--- src/rtl/serial_add_pkg.sv ---
// Shared types and defaults for the bit-serial adder controller.
package serial_add_pkg;

  localparam int unsigned DEFAULT_WIDTH = 8;

  typedef enum logic [1:0] {
    IDLE  = 2'd0,
    CLEAR = 2'd1,
    SHIFT = 2'd2,
    DONE  = 2'd3
  } state_t;

endpackage

--- src/rtl/piso_shreg.sv ---
// Parallel-load, right-shift, zero-fill shift register presenting its LSB.
module piso_shreg #(
  parameter int unsigned WIDTH = 8
) (
  input  logic             clk,
  input  logic             reset,
  input  logic             load,
  input  logic             shift,
  input  logic [WIDTH-1:0] din,
  output logic             lsb
);

  logic [WIDTH-1:0] data;

  // Load takes priority over shift; zeros enter from the MSB side.
  always_ff @(posedge clk) begin
    if (reset) begin
      data <= '0;
    end else if (load) begin
      data <= din;
    end else if (shift) begin
      data <= data >> 1;
    end
  end

  assign lsb = data[0];

endmodule

--- src/rtl/serial_add_ctrl.sv ---
// Operand sequencer and result collector around an external bit-serial adder.
module serial_add_ctrl
  import serial_add_pkg::*;
#(
  parameter int unsigned WIDTH = DEFAULT_WIDTH
) (
  input  logic             clk,
  input  logic             reset,
  input  logic             in_valid,
  output logic             in_ready,
  input  logic [WIDTH-1:0] a,
  input  logic [WIDTH-1:0] b,
  output logic             out_valid,
  input  logic             out_ready,
  output logic [WIDTH:0]   sum,
  output logic             sa_clr,
  output logic             sa_x,
  output logic             sa_y,
  input  logic             sa_s
);

  localparam int unsigned CNT_W = $clog2(WIDTH + 1);

  state_t           state;
  state_t           state_next;
  logic [CNT_W-1:0] cnt;
  logic [WIDTH:0]   result;
  logic             accept;
  logic             shifting;
  logic             last_bit;
  logic             ar_lsb;
  logic             br_lsb;

  assign accept   = (state == IDLE) && in_valid;
  assign shifting = (state == SHIFT);
  assign last_bit = shifting && (cnt == CNT_W'(WIDTH));

  // Operand shift registers feeding the adder LSB-first.
  piso_shreg #(.WIDTH(WIDTH)) u_ar (
    .clk   (clk),
    .reset (reset),
    .load  (accept),
    .shift (shifting),
    .din   (a),
    .lsb   (ar_lsb)
  );

  piso_shreg #(.WIDTH(WIDTH)) u_br (
    .clk   (clk),
    .reset (reset),
    .load  (accept),
    .shift (shifting),
    .din   (b),
    .lsb   (br_lsb)
  );

  // State register.
  always_ff @(posedge clk) begin
    if (reset) begin
      state <= IDLE;
    end else begin
      state <= state_next;
    end
  end

  // Next-state logic.
  always_comb begin
    state_next = state;
    case (state)
      IDLE:    if (in_valid) state_next = CLEAR;
      CLEAR:   state_next = SHIFT;
      SHIFT:   if (last_bit) state_next = DONE;
      DONE:    if (out_ready) state_next = IDLE;
      default: state_next = IDLE;
    endcase
  end

  // Handshake and adder drive decoded from the current state.
  always_comb begin
    in_ready  = 1'b0;
    out_valid = 1'b0;
    sa_clr    = reset;
    sa_x      = 1'b0;
    sa_y      = 1'b0;
    case (state)
      IDLE:  in_ready = 1'b1;
      CLEAR: sa_clr = 1'b1;
      SHIFT: begin
        // Operands are fully drained by the carry-out cycle, so x=y=0 there.
        sa_x = ar_lsb;
        sa_y = br_lsb;
      end
      DONE:  out_valid = 1'b1;
      default: ;
    endcase
  end

  // Bit counter: restarts in CLEAR, advances once per serial bit.
  always_ff @(posedge clk) begin
    if (reset) begin
      cnt <= '0;
    end else if (state == CLEAR) begin
      cnt <= '0;
    end else if (shifting && !last_bit) begin
      cnt <= cnt + CNT_W'(1);
    end
  end

  // Result SIPO: serial sum enters at the MSB; holds through DONE/IDLE.
  always_ff @(posedge clk) begin
    if (reset || accept) begin
      result <= '0;
    end else if (shifting) begin
      result <= {sa_s, result[WIDTH:1]};
    end
  end

  assign sum = result;

endmodule

--- config.mk ---
export PLATFORM = sky130hd
export DESIGN_NAME = serial_add_ctrl
export DESIGN_NICKNAME = d
export VERILOG_FILES = /design/src/rtl/serial_add_pkg.sv /design/src/rtl/piso_shreg.sv /design/src/rtl/serial_add_ctrl.sv
export SDC_FILE = /design/constraint.sdc
export NUM_CORES = 1
export LEC_CHECK = 0
export CAP_MARGIN = 20
export CORE_UTILIZATION = 25
export CTS_BUF_LIST = sky130_fd_sc_hd__clkbuf_8
export CTS_CLUSTER_DIAMETER = 200
export DETAILED_ROUTE_END_ITERATION = 6
export SYNTH_ARGS = -nofsm -noshare
export SYNTH_HDL_FRONTEND = slang
export SYNTH_SLANG_ARGS = --single-unit
--- constraint.sdc ---
create_clock -name clk -period 1.6 [get_ports clk]
set_input_delay 0.32 -clock clk [delete_from_list [all_inputs] [get_ports clk]]
set_output_delay 0.32 -clock clk [all_outputs]
set_load 0.01 [all_outputs]
# ---- Word level (Yosys, flattened, before mapping)
# Cells that the tools add are included.
dict set report totals {
  reg_bits 31
  latch_bits 0
  ram_bits 0
  rom_bits 0
  inputBits 21
  word_cells 35
  n_memories 0
}
dict set report op_classes {
  n_addsub 1
  n_mul 0
  div_mod_pow 0
  magnitude_cmp 0
  eq_ne 7
  shift 0
  muxes 13
  bitwise_logic 0
  n_reduce_logical 9
}
# op count
set ops {}
lappend ops {{$mux W8} 4}
lappend ops {{$pmux W2 S4} 1}
lappend ops {{$mux W2} 3}
lappend ops {{$mux W1} 5}
lappend ops {{$add A4 B1 Y4 const B} 1}
lappend ops {{$eq A2 B2 Y1 const B} 2}
lappend ops {{$eq A4 B4 Y1 const B} 1}
lappend ops {{$ne A2 B2 Y1 const B} 2}
lappend ops {{$logic_and A1 B1 Y1} 3}
lappend ops {{$reduce_and A3 Y1} 1}
lappend ops {{$eq A2 B1 Y1 const B} 1}
lappend ops {{$logic_not A2 Y1} 1}
lappend ops {{$ne A2 B1 Y1 const B} 1}
lappend ops {{$reduce_bool A2 Y1} 1}
lappend ops {{$reduce_or A2 Y1} 1}
lappend ops {{$logic_not A1 Y1} 1}
lappend ops {{$logic_or A1 B1 Y1} 1}

# ---- Depth between registers and ports, before layout
dict set report logic_depth {
  ltp_word 4
  depth_mapped 7
  ltp_nobuf 5
}

# ---- By module
# Synthesis repeated with hierarchy kept, for this count alone.
dict set report unflattened {
  cells_unflattened 147
  area_unflattened_um2 1476.4
}
# mod instances cells_each area_each_um2 seq_area_each_um2
set modules_own_cells {}
lappend modules_own_cells {piso_shreg 2 35 369.1 160.2}
lappend modules_own_cells {serial_add_ctrl 1 77 738.2 300.3}

# ---- Worst setup path before layout
# No wires, ideal clock.
dict set report synth_path {
  path_type {register to output}
  startpoint {register state[0]}
  endpoint {output port sa_y}
  arrival_time_ns 1.098
  slack_ns 0.182
  path_stages_with_launch 6
  path_cell_list {dfxtp_1 inv_1 ha_1 buf_2 buf_2 and2_1}
}
dict set report synth_via {
  elab_chain_cells 2
}
# element line_no
set synth_rtl {}
lappend synth_rtl {{start, declared} serial_add_ctrl.sv:24} ;# state_t state;
lappend synth_rtl {{start signal, assigned} serial_add_ctrl.sv:62} ;# state <= state_next;
lappend synth_rtl {{$eq A2 B2 Y1} serial_add_ctrl.sv:85} ;# case (state)
lappend synth_rtl {{$mux W1} serial_add_ctrl.sv:85}
lappend synth_rtl {{end, declared} serial_add_ctrl.sv:18} ;# output logic sa_y,
# No other way between the ends.

# ---- Worst setup path after layout
dict set report layout_path {
  startpoint {register state[0]}
  endpoint {output port sa_x}
}
dict set report layout_via {
  elab_chain_cells 2
}
# element line_no
set layout_rtl {}
lappend layout_rtl {{$eq A2 B2 Y1} serial_add_ctrl.sv:85}
lappend layout_rtl {{$mux W1} serial_add_ctrl.sv:85}
lappend layout_rtl {{end, declared} serial_add_ctrl.sv:17} ;# output logic sa_x,
# No other way between the ends.

==> reports/summary.log <==
qor: synthesis.synth_nets 176
qor: synthesis.synth.top_cells.by_area dfxtp_1, mux2i_1, a211oi_1
qor: sta.max-slew-margin-rel 0.855
qor: route.via_count 1132
qor: grt.initial_antenna_violation_count 0
qor: finish.finish.net_count 218
qor: synthesis.synthAdderAreaFrac 0.0617
qor: floorplanning.core_region_area 5510 um2
qor: synthesis.synthDominantCellAreaShare 0.437
qor: clock_tree.cts_tree done
qor: synthesis.postSynthAreaPerCell 9.60 um2
qor: floorplanning.die_h 77.4 um
qor: grt.grt_max_degree 21
qor: synthesis.cell_taking_the_most_area_after_synthesis dfxtp_1
qor: pwr.clkPwrFrac 0.269
qor: route.met2RoutedLength 1.25 mm
qor: floorplanning.start_util 0.258
qor: sta.fin_crit 1.55 ns
qor: synthesis.post_synthesis_xor_xnor_area_fraction 0.00617
qor: critical_path.start_to_end_type_of_the_worst_setup_path register to output port
qor: pwr.sw_frac 0.300
qor: route.drt_first_iter_violations 39
qor: route.final_antenna_net_count 0
qor: pwr.comb_power_share 0.359
qor: placed_design.detailed_place.area 1900 um2
qor: synthesis.synth_warnings 0
qor: floorplanning.boundaryPins 35
qor: clock_tree.clkLatencyLatePin 0.28 ns
qor: sta.report.final.slew_viol_count 0
qor: pwr.power.density 1320 nW/um2
qor: finish.commonest_cells_after_routing_fill_and_taps_aside dfxtp_1, clkdlybuf4s50_1, mux2i_1, nor2_1, a211oi_1
qor: pwr.internal-power 1.86 mW
qor: floorplanning.die_area 5990 um2
qor: route.drc 0
qor: critical_path.critical_path_arrival 1.23 ns
qor: critical_path.critPathLaunchType register
qor: synthesis.synth_simple_gate_area_share 0.159
qor: clock_tree.root_cell_of_the_clock_tree clkbuf_8
qor: sta.report.final.hold_viol_count 0
qor: route.routed_wire_length_per_instance 10.6 um
qor: synthesis.synth_area 1420 um2
qor: grt.gr-usage-all-layers 0.0993
qor: floorplanning.floorplan.rows 27
qor: route.routed_wirelength 2.77 mm
qor: pwr.power.static_leakage 0.740 nW
qor: synthesis.synth_top_family_by_area multiplexers
qor: route.met3_routed_wl 103 um
qor: placed_design.gpl.final_weighted_congestion 0.664
qor: pwr.power.sequential.fraction 0.372
qor: synthesis.synthCells 148
qor: flow_run.drv_cap 0
qor: hold_path.hold_path.class register to register
qor: synthesis.synth_flop_cell dfxtp_1
qor: clock_tree.cts.htree.levels 2
qor: critical_path.crit_path_max_fanout 3
qor: pwr.ir_drop 0.468 mV
qor: clock_tree.numCtsBuffers 5
qor: clock_tree.clock_transition_at_the_registers_of_the_reported_paths 0.06 ns
qor: route.drt_first_pass_iters 4
qor: sta.worst-slew-pin-transition 0.216 ns
qor: clock_tree.ctsHoldBuffers 0
qor: finish.antennaDiodeCount 0
qor: placed_design.place_worst_setup_slack -0.227 ns
qor: synthesis.synth.mux.area_fraction 0.169
qor: outcome.outcome finished, final reports clean
qor: sta.timing.final.ws_setup 0.0497 ns
qor: clock_tree.clock-sinks 31
qor: placed_design.portBuffers 34
qor: sta.fin_crit_sh 0.969
qor: grt.grt_pass1_wl 4.60 mm
qor: pwr.report.power.total 2.66 mW
qor: route.dr.max_layer_used met4
qor: finish.design_area 2020 um2
qor: route.detail_route.vias_per_cell 4.32
qor: finish.area.growth.synth_to_final 42.3%
qor: finish.layout-drive-gt1-share 0.153
qor: synthesis.synth_seq_cells 31
qor: critical_path.cp.required 1.28 ns
qor: floorplanning.die_width 77.4 um
qor: critical_path.worst_setup_path_end_kind output port
qor: pwr.switching_power 0.798 mW
qor: synthesis.synth_compound_gate_area_share 0.114
qor: sta.fmax 645 MHz
qor: placed_design.place_hpwl 2.04 mm
qor: synthesis.count_of_flip_flops_with_a_built_in_enable_after_synthesis 0
qor: clock_tree.clock_path_buffers 2
qor: sta.final-setup-viol-count 0
qor: sta.fin_skew 0.00841 ns
qor: sta.rsz0062_at_grt yes
qor: grt.vias_in_the_first_global_route 1033
qor: synthesis.synthArstFlopShare 0
qor: route.wl_met1 1.35 mm
qor: grt.globalRouteOverflowTotal 0
qor: synthesis.yosys.cell_types.count 25
qor: synthesis.synth.yosys.seq_area_share 0.437
==> sequential cells by signal, indices dropped and copies added, names as in the netlist <==
name       cells
cnt            4
u_ar.data      8
sum            9
state          2
u_br.data      8
==> timing repair <==
action                                  CTS  global route
buffers inserted                          0             0
endpoints found under the setup margin    8            17
resized for setup                        20             5
==> critical path, cell delays in order, from the launching register on <==
cell and delay [ns]:
dfxtp_2 0.33, inv_1 0.14, ha_2 0.22, and2_1 0.13, buf_2 0.13
==> final timing paths <==
check        startpoint  endpoint  slack (ns)  depth (start not counted)
min              sum[0]    sum[0]        0.49                          2
max            state[0]      sa_x        0.05                          4
min reg2reg      sum[0]    sum[0]        0.49                          2
max reg2reg    state[0]    cnt[3]        0.07                          7
==> power groups by stage <==
| stage | sequential (mW) | combinational [mW] | clock (mW) |
|---|---|---|---|
| final | 0.991 | 0.954 | 0.715 |
| after floorplan | 0.986 | 0.611 | 0 |
| after global routing | 1.01 | 1.06 | 0.778 |
| after CTS | 0.992 | 0.929 | 0.745 |
| after detailed placement | 1.00 | 0.924 | 0 |
| after global placement | 1.00 | 0.922 | 0 |
==> cells by family after synthesis <==
logic type	Yosys count
and+or+nand+nor	44
AOI/OAI and AO/OA	24
adders and majority gates	7
DFF	31
xor gates and xnor gates	1
buffers and inverters	17
muxes	24
==> metrics by stage <==
step / hold WS (ns) / setup TNS, ns / util / cells
6_report: 0.495 / 0 / 0.367 / 262
5_1_grt: 0.512 / -0.0582 / 0.367 / 262
4_1_cts: 0.497 / -0.0327 / 0.364 / 262
3_5_place_dp: 0.482 / -0.289 / 0.345 / 255
3_3_place_gp: 0.482 / -0.299 / 0.345 / 255
2_1_floorplan: 0.461 / 0 / - / 148
==> cell usage after synthesis, drive strengths merged (2+ instances only) <==
master and count:
dfxtp 31, mux2i 24, nor2 24, a211oi 15, buf 7, ha 7
inv 6, nand3 6, a21oi 5, clkbuf 4, nand2b 3, o21ai 3
and2 2, nor2b 2
==> metal layers <==
layer,track usage,vias to the layer above
li1,-,599
met1,0.123,509
met5,0,-
met4,0.0566,0
met2,0.151,19
met3,0.0318,5
==> layout make-up <==
type	instances	area, um2
Clock buffer	5	68.8
Clock inverter	2	33.8
Fill cell	583	3490
Inverter	6	22.5
Multi-Input combinational cell	100	741
Sequential cell	31	623
Tap cell	72	90.1
Timing Repair Buffer	46	442
Note: power is estimated with default switching activity, not from simulation.
